--- src/rtl/pipeline_hazard_ctrl.sv ---
// pipeline_hazard_ctrl
// In-order pipeline scoreboard for the stages after decode.
// It tracks the valid, destination and write flag of every stage. A decoded
// instruction stalls while one of its read sources matches the destination of
// an in-flight writer inside the hazard window.
// Build option: define PIPELINE_HAZARD_CTRL_WB_BYPASS_EN when the register file
// writes through. The last stage then drops out of the hazard window.
module pipeline_hazard_ctrl #(
  parameter int STAGES         = 5,
  parameter int REG_ADDR_WIDTH = 5,
  parameter int COUNT_WIDTH    = 16
) (
  input  logic                      clk,
  input  logic                      rst,
  input  logic                      clk_enable,
  input  logic                      i_dec_valid,
  input  logic [REG_ADDR_WIDTH-1:0] i_src1_addr,
  input  logic                      i_src1_used,
  input  logic [REG_ADDR_WIDTH-1:0] i_src2_addr,
  input  logic                      i_src2_used,
  input  logic [REG_ADDR_WIDTH-1:0] i_dst_addr,
  input  logic                      i_dst_write,
  input  logic                      i_flush,
  output logic                      o_issue,
  output logic                      o_stall,
  output logic [STAGES-1:0]         o_stage_valid,
  output logic                      o_wb_valid,
  output logic [REG_ADDR_WIDTH-1:0] o_wb_addr,
  output logic [COUNT_WIDTH-1:0]    o_stall_count
);

`ifdef PIPELINE_HAZARD_CTRL_WB_BYPASS_EN
  // The last stage is covered by register-file write-through.
  localparam int WIN = STAGES - 1;
`else
  localparam int WIN = STAGES;
`endif

  // Index 0 holds stage 1 and index STAGES-1 holds the writeback stage.
  logic [STAGES-1:0]         vld_p;
  logic [STAGES-1:0]         wr_p;
  logic [REG_ADDR_WIDTH-1:0] dst_p [STAGES];
  logic [COUNT_WIDTH-1:0]    stall_cnt;
  logic                      hazard;

  function automatic logic [COUNT_WIDTH-1:0] sat_inc(input logic [COUNT_WIDTH-1:0] v);
    return (&v) ? v : v + COUNT_WIDTH'(1);
  endfunction

  // Register 0 is never a real dependency, so a zero source never matches.
  function automatic logic src_hit(input logic                      used,
                                   input logic [REG_ADDR_WIDTH-1:0] src,
                                   input logic [REG_ADDR_WIDTH-1:0] dst);
    return used && (src != '0) && (src == dst);
  endfunction

  // Look for a read-after-write match against every writer in the window.
  always_comb begin
    hazard = 1'b0;
    for (int s = 0; s < WIN; s++) begin
      if (vld_p[s] && wr_p[s] && (dst_p[s] != '0) &&
          (src_hit(i_src1_used, i_src1_addr, dst_p[s]) ||
           src_hit(i_src2_used, i_src2_addr, dst_p[s])))
        hazard = 1'b1;
    end
  end

  assign o_stall = i_dec_valid && hazard && !i_flush;
  assign o_issue = i_dec_valid && !hazard && !i_flush;

  // Stage 1 takes the decode slot, or a bubble when nothing issues.
  // Later stages always advance because there is no back-pressure past stage 1.
  always_ff @(posedge clk) begin
    if (rst) begin
      vld_p     <= '0;
      wr_p      <= '0;
      stall_cnt <= '0;
      for (int s = 0; s < STAGES; s++) dst_p[s] <= '0;
    end else if (clk_enable) begin
      vld_p    <= {vld_p[STAGES-2:0], o_issue};
      wr_p     <= {wr_p[STAGES-2:0], i_dst_write};
      dst_p[0] <= i_dst_addr;
      for (int s = 1; s < STAGES; s++) dst_p[s] <= dst_p[s-1];
      if (o_stall) stall_cnt <= sat_inc(stall_cnt);
    end
  end

  assign o_stage_valid = vld_p;
  assign o_wb_valid    = vld_p[STAGES-1] && wr_p[STAGES-1] && (dst_p[STAGES-1] != '0);
  assign o_wb_addr     = dst_p[STAGES-1];
  assign o_stall_count = stall_cnt;

endmodule

--- config.mk ---
export PLATFORM = sky130hd
export DESIGN_NAME = pipeline_hazard_ctrl
export DESIGN_NICKNAME = d
export VERILOG_FILES = /design/src/rtl/pipeline_hazard_ctrl.sv
export SDC_FILE = /design/constraint.sdc
export NUM_CORES = 1
export LEC_CHECK = 0
export BUFFER_PORTS_ARGS = -buffer_cell sky130_fd_sc_hd__buf_2
export CAP_MARGIN = 20
export CELL_PAD_IN_SITES_DETAIL_PLACEMENT = 2
export CELL_PAD_IN_SITES_GLOBAL_PLACEMENT = 2
export CORE_AREA = 2 2 115 117
export DETAILED_ROUTE_END_ITERATION = 8
export DIE_AREA = 0 0 117 119
export PLACE_DENSITY_LB_ADDON = 0.3
export RECOVER_POWER = 50
export SETUP_SLACK_MARGIN = 0.5
export SLEW_MARGIN = 20
export SYNTH_ARGS = -nofsm -noshare
export SYNTH_HDL_FRONTEND = slang
export SYNTH_SLANG_ARGS = --single-unit
export TNS_END_PERCENT = 100
--- constraint.sdc ---
create_clock -name clk -period 3.9 [get_ports clk]
set_input_delay 0 -clock clk [delete_from_list [all_inputs] [get_ports clk]]
set_output_delay 0 -clock clk [all_outputs]
set_load 0.02 [all_outputs]
==> out/qor.yml, run 1 <==
status: "finished with violations"
violations: "capacitance limit, slew limit"
ys_types: 41
grt.total_usage: 0.1303
die_area_mm2: 0.01392
io_buffer_count: 51
grt_pass1_vias: 2612
grt_max_degree: 36
internal_power_w: 0.0008873
p_per_area_mw_per_mm2: 336.5
gp_congestion: 0.7908
dieWidth_um: 117
die_h_um: 119
fin_setup_tns_ns: 0
r2r_slack_ns: 1.17
cts-resized-gates: 0
seq_area_frac_synth: 0.4084
start_util: 0.2418
min_from: "i_dst_addr[0]"
switching_share: 0.2631
layout.nets: 371
clock_latency_ns: 0.29
clk_pin_slew_worst_paths_ns: 0.07
worstMarginPinSlew_ns: 1.516
fin_crit_sh: 0.7498
ir_drop_mv: 0.1442
antenna_left: 0
clock-sinks: 51
rr_endpoint: "o_stall_count[3]"
drc: 0
fin_hold_ws_ns: 0.006755
syn_area_per_cell_um2: 10.04
slew_headroom: -0.01420
postLayoutCoreUtil: 0.2779
period_needed_ns: 2.924
h-tree-depth: 2
fin_skew_ns: 0.007653
synth-seq-cells: 51
synth_nets: 334
whs_endpoint: "dst_p[0][0]"
area_growth_pct: 14.95
antennaDiodeCount: 0
cap_violations: 1
syn_area_mm2: 0.003113
path_class: "flip-flop to output pin"
drtIter0Drc: 91
wl_per_cell_um: 16.18
drive_gt1_frac: 0.1552
pin_count: 52
coreArea_mm2: 0.01287
cts_buffers: 5
routed-via-count: 2368
power.switching_w: 0.0003169
post-cts-setup-buffer-count: 0
p_seq_frac: 0.506
finalHoldViolCount: 0
rows: 42
combPwrFrac: 0.126
hp-class: "primary input to flip-flop"
crit_arrival_ns: 2.92
syn_inst: 310
antenna_found_initial: 0
max_freq_mhz: 342.0
grt_pass1_wl_mm: 14.17
tritoncts: "done"
leakage_nw: 1.207
rsz0062_at_grt: "false"
viasPerCell: 4.519
cp.required_ns: 3.90
critPathMaxFanout: 24
dr.pass1.iters: 4
maxSlewViolCount: 27
endpoint_kind: "output pin"
clkPwrFrac: 0.368
cts.path.max_buffers: 2
ctsHoldBuffers: 5
overflow: 0
hold_depth: 2
clock-root-buffer: "clkbuf_16"
routed_wl_mm: 8.479
synth_warnings: 0
timing.rr.start: "dst_p[0][6]"
hpwl_mm: 6.385
reg2reg_depth: 8
startpoint_type: "flip-flop"
setup_viol: 0
-- routing by layer --
layer / up-vias / GRT usage / wire [µm]
li1: 1153 / - / -
met1: 1172 / 0.1798 / 4010
met2: 36 / 0.2095 / 4130
met3: 7 / 0.01832 / 203
met4: 0 / 0.04044 / 134
met5: - / 0 / 0
-- cell usage after synthesis --
| master | number | area, µm² |
|---|---|---|
| clkbuf_1 | 8 | 30.03 |
| xor2_1 | 12 | 105.1 |
| xnor2_1 | 38 | 332.8 |
| mux2_4 | 8 | 120.1 |
| or4_4 | 2 | 22.52 |
| and2_1 | 28 | 175.2 |
| edfxtp_1 | 25 | 750.7 |
| buf_12 | 1 | 20.02 |
| a22o_1 | 1 | 8.760 |
| or4_1 | 8 | 60.06 |
| nand4_1 | 2 | 12.51 |
| buf_4 | 8 | 60.06 |
| nand2_1 | 9 | 33.78 |
| dfxtp_1 | 26 | 520.5 |
| or3_1 | 2 | 12.51 |
| nand3_1 | 19 | 95.09 |
| buf_1 | 1 | 3.750 |
| o311a_1 | 1 | 10.01 |
| nor3_1 | 2 | 10.01 |
| o2111ai_1 | 2 | 17.52 |
| and4_1 | 4 | 35.03 |
| buf_2 | 7 | 35.03 |
| nor2_1 | 24 | 90.09 |
| ha_1 | 1 | 12.51 |
| and3_1 | 3 | 18.77 |
| nand2_2 | 1 | 6.260 |
| a31oi_1 | 1 | 6.260 |
| nor2_4 | 1 | 11.26 |
| o21ai_0 | 3 | 15.01 |
| nor4_1 | 11 | 68.82 |
| o21ai_4 | 2 | 32.53 |
| nor3_2 | 6 | 60.06 |
| o31ai_1 | 5 | 37.54 |
| nor3b_2 | 1 | 12.51 |
| a21oi_1 | 7 | 35.03 |
| inv_1 | 3 | 11.26 |
| nand2b_1 | 3 | 18.77 |
| o211ai_1 | 2 | 15.01 |
| nor2b_1 | 9 | 56.30 |
| mux2i_1 | 10 | 100.1 |
| buf_6 | 3 | 33.78 |
-- cell families after synthesis --
kind of cell / synth area share
xor gates and xnor gates: 0.1407
AOI/OAI and AO/OA: 0.05707
buffers and inverters: 0.06230
adders and majority gates: 0.004019
DFF: 0.4084
and+or+nand+nor: 0.2568
muxes: 0.07074
-- worst max-delay path by stage --
stage                start           endpoint  slack, ns
4_1_cts        dst_p[0][6]            o_issue       0.96
6_report       dst_p[0][6]            o_issue       0.98
2_1_floorplan  dst_p[0][6]   o_stage_valid[0]       1.55
3_3_place_gp   dst_p[0][6]   o_stall_count[3]       1.33
3_5_place_dp   dst_p[0][6]  o_stall_count[12]       1.18
5_1_grt        dst_p[0][6]            o_issue       0.78
-- worst max-delay path, stage by stage, from the launching register on --
cell and delay (ns):
edfxtp_1 0.46, or4_1 0.57, o211ai_1 0.25, nor4_1 0.09
nor4_1 0.31, and4_1 0.24, buf_4 0.30, and2_1 0.22
buf_2 0.19
-- through the flow --
stage / std cells / instance area [µm²] / power [W] / setup slack [ns]
2_1_floorplan: 310 / 3113 / 0.0007312 / 1.548
3_3_place_gp: 511 / 3423 / 0.0007684 / 1.333
3_5_place_dp: 511 / 3423 / 0.0007749 / 1.177
4_1_cts: 524 / 3615 / 0.001225 / 0.9628
5_1_grt: 524 / 3578 / 0.001264 / 0.7829
6_report: 524 / 3578 / 0.001204 / 0.9756
-- registers in the layout (all words and copies together) (netlist names) --
register and cells:
dst_p 25, wr_p 5, o_stage_valid 5, o_stall_count 16
-- power by group through the flow --
stage	clock [W]	combinational (W)	sequential (W)
after global placement	0	0.000148	0.000620
after detailed placement	0	0.000153	0.000622
after floorplan	0	0.000117	0.000615
final	0.000444	0.000151	0.000609
after CTS	0.000458	0.000157	0.000610
after global routing	0.000480	0.000171	0.000613
-- layout make-up --
type | instances | area (µm²)
tap | 176 | 220.2
clock buffer | 6 | 128.9
inverter | 3 | 11.26
timing repair buffer | 58 | 286.5
clock inverter | 2 | 12.51
fill | 1442 | 9296
sequential | 51 | 1271
multi-input combinational | 228 | 1648
-- cells in the final DEF, fill, tap and decap left out, types with 4 or more instances in the layout --
master         instances
xor2_1                12
buf_2                 24
and2_0                11
xnor2_1               38
a21oi_1                7
nor2b_1                9
mux2i_1               10
nand3_1               19
and2_1                17
o31ai_1                5
nor2_1                24
and4_1                 4
nor3_2                 6
mux2_4                 8
clkbuf_16              5
dfxtp_1               26
edfxtp_1              25
nand2_1                9
or4_1                  8
nor4_1                11
clkbuf_1              28
dlygate4sd3_1          5
Power figures use the tool's default switching activity.
==> run 2, diff against run 1 <==
--- a/config.mk
+++ b/config.mk
@@ -5,13 +5,14 @@
 export SDC_FILE = /design/constraint.sdc
 export NUM_CORES = 1
 export LEC_CHECK = 0
+export ABC_AREA = 1
 export BUFFER_PORTS_ARGS = -buffer_cell sky130_fd_sc_hd__buf_2
 export CAP_MARGIN = 20
 export CELL_PAD_IN_SITES_DETAIL_PLACEMENT = 2
 export CELL_PAD_IN_SITES_GLOBAL_PLACEMENT = 2
-export CORE_AREA = 2 2 115 117
+export CORE_AREA = 2 2 120 122
 export DETAILED_ROUTE_END_ITERATION = 8
-export DIE_AREA = 0 0 117 119
+export DIE_AREA = 0 0 122 124
 export PLACE_DENSITY_LB_ADDON = 0.3
 export RECOVER_POWER = 50
 export SETUP_SLACK_MARGIN = 0.5
==> constraint.sdc (replaced) <==
create_clock -name clk -period 2.9 [get_ports clk]
set_input_delay 0 -clock clk [delete_from_list [all_inputs] [get_ports clk]]
set_output_delay 0 -clock clk [all_outputs]
set_load 0.02 [all_outputs]
==> run 2 against run 1 <==
  * The flow still finishes with violations (capacitance limit, slew limit)
  * Sequential power rose by 33%
  * Cell area rose by 9.0%
  * Routed wire length rose by 25%
  * Global-route usage rose by 1.9 points
  * First-iteration DRC count fell by 19%
  * Utilization rose by 0.62 points
  * Critical path type unchanged
  * Largest power group unchanged
==> out/qor.yml, run 2 <==
max_freq_mhz: 449.5
seq_area_frac_synth: 0.3763  # -0.03206
ys.flop_type: "dfxtp_1"
drtIter0Drc: 74  # -19%
routed-via-count: 3185  # +35%
crit_path_start: "dst_p[0][18]"
viasPerCell: 4.448  # -1.6%
cts_buffers: 5  # unchanged
gp_congestion: 0.7750  # -2.0%
final_cell_mix: "nand2_1 (121), nor2_1 (79), inv_1 (78), buf_2 (47), nand3_1 (37)"
cts.path.max_buffers: 2  # unchanged
rsz0062_at_grt: "true"
grt_max_degree: 33  # -8.3%
rows: 43  # +2.4%
period_needed_ns: 2.225
clock-sinks: 51  # unchanged
area_growth_pct: 15.41
path_class: "flip-flop to output pin"
antennaDiodeCount: 0  # unchanged
wl_per_cell_um: 14.75  # -8.8%
synth.largest_area_cell: "edfxtp_1"
fin_setup_tns_ns: 0  # unchanged
drc: 0  # unchanged
syn_area_mm2: 0.003378  # +8.5%
maxSlewViolCount: 65  # +140%
p_total_w: 0.001690  # +40%
dr.pass1.iters: 4  # unchanged
path_cells: "nor3_1 > nand3_1 > nand3_1 > inv_1 > nand2_1 > nand2_1 > nor2_2 > nand2_8 > nor3_2 > buf_2"
hpwl_mm: 8.151  # +28%
antenna_left: 0  # unchanged
antenna_found_initial: 0  # unchanged
ir_drop_mv: 0.2281  # +58%
setup_viol: 0  # unchanged
post-cts-setup-buffer-count: 0  # unchanged
startpoint_type: "flip-flop"
clock_latency_ns: 0.31  # +0.02 ns
largest_reg_flops: 25  # unchanged
h-tree-depth: 2  # unchanged
worstMarginPinSlew_ns: 1.727  # +0.2117 ns
grt_pass1_wl_mm: 17.38  # +23%
fin_skew_ns: 0.01082  # +0.003171 ns
fillers: 1668  # +16%
dp.cells: 704  # +38%
yosys-top-cells-count: "nand2_1 (121), nor2_1 (80), inv_1 (78)"
status: "finished with violations"
top_register: "dst_p"
grt_pass1_vias: 3444  # +32%
synth-seq-cells: 51  # unchanged
synth_nets: 518  # +55%
hold_depth: 3  # +1
synth.most_common_cell: "nand2_1"
critical_path_buf_inv_count: 2  # unchanged
drive_gt1_frac: 0.1511  # -0.004053
tritoncts: "done"
clock-root-buffer: "clkbuf_16"
syn_inst: 494  # +59%
pin_count: 52  # unchanged
coreArea_mm2: 0.01372  # +6.6%
die_h_um: 124  # +4.2%
overflow: 0  # unchanged
layout.nets: 559  # +51%
crit_slowest_cell: "edfxtp_1"
finalHoldViolCount: 0  # unchanged
hp-class: "primary input to flip-flop"
timing.rr.start: "dst_p[0][18]"
dieWidth_um: 122  # +4.3%
path_depth: 10  # +2
instances_no_fill: 716  # +37%
io_buffer_count: 51  # unchanged
violations: "capacitance limit, slew limit"
fin_crit_sh: 0.7672
start_util: 0.2462  # +0.004450
leakage_nw: 1.841  # +53%
async_flop_share: 0  # unchanged
yosysTopAreaCellShare: 0.2222  # -0.01894
cap_violations: 2  # +1
crit_arrival_ns: 2.22  # -0.70 ns
final_common_cell: "nand2_1"
cpPeakStageDelay_ns: 0.46  # -0.11 ns
die_area_mm2: 0.01513  # +8.7%
grt.total_usage: 0.1495  # +0.01916
clk_pin_slew_worst_paths_ns: 0.08  # about the same
routed_wl_mm: 10.56  # +25%
yosys-top-cells-area: "edfxtp_1 (22%), dfxtp_1 (15%), nand2_1 (13%)"
cp.required_ns: 2.90  # -1.00 ns
critical-path-top-delay-family: "simple AND/OR/NAND/NOR gates"
reg2reg_depth: 12  # +4
critPathMaxFanout: 32  # +33%
synth_edf_count: 25  # unchanged
p_per_area_mw_per_mm2: 433.5  # +29%
synth_warnings: 0  # unchanged
slew_headroom: -0.1516  # -0.1374
syn_area_per_cell_um2: 6.839  # -32%
ys_types: 30  # -27%
min_from: "i_dst_addr[3]"
endpoint_kind: "output pin"
==> run 2: report_power, final <==
part | total (W) | switching (W) | internal (W)
logic | 0.000229 | 0.000150 | 0.0000791
clock network | 0.000648 | 0.000319 | 0.000329
registers | 0.000813 | 0.0000294 | 0.000784
total | 0.00169 | 0.000498 | 0.00119
==> run 2: layer usage <==
metal	global-route usage	share of wire
met2	0.2647	0.50
met3	0.03159	0.028
met5	0	0
met4	0.03664	0.010
met1	0.1853	0.46
==> run 2: metrics by stage <==
step / cell area [µm²] / utilization / hold slack, ns / worst slack (ns)
floorplan: 3378 / - / 0.05514 / 1.206
global placement: 3706 / 0.2701 / 0.2332 / 0.9835
detailed placement: 3706 / 0.2701 / 0.2520 / 0.8360
CTS: 3897 / 0.2841 / 0.004405 / 0.5229
global route: 3899 / 0.2842 / 0.03350 / 0.4779
finish: 3899 / 0.2842 / 0.005373 / 0.6753
==> run 2: tightest hold or removal path, delay by kind of cell <==
kind | cells | cell delay, ns
and+or+nand+nor | 1 | 0.08
buffers and inverters | 2 | 0.11
==> run 2: path summary, 6_finish.rpt <==
| kind | endpoint | slack, ns |
|---|---|---|
| min reg2reg | wr_p[4] | 0.48 |
| max | o_issue | 0.68 |
| max reg2reg | o_stall_count[0] | 0.93 |
| min | dst_p[0][3] | 0.005 |
==> run 2: layout make-up <==
cell class	instances	area, µm²	area share
clock buffers	5	125.1	0.03209
well taps	180	225.2	0.05777
repair buffers	58	305.3	0.07831
clock inverters	3	26.28	0.006739
flip-flops and latches	51	1271	0.3261
inverters	95	356.6	0.09146
multi-input cells	324	1589	0.4076
==> run 2: logic make-up (layout without fill, tap and decap cells) <==
family | after synthesis | in the layout | share of synthesized area
XOR/XNOR | 33 | 33 | 0.08556
AND/OR/NAND/NOR | 277 | 277 | 0.3515
adder cells (fa/ha/maj) | 1 | 1 | 0.003703
flip-flops | 51 | 51 | 0.3763
buffers and inverters | 119 | 161 | 0.1581
AO/OA/AOI/OAI | 13 | 13 | 0.02482
==> run 2: timing repair <==
item | CTS | global route
resized for setup | 0 | 2
hold buffers | 4 | 0
hold endpoints to repair | 4 | 0
setup endpoints to repair | 0 | 2
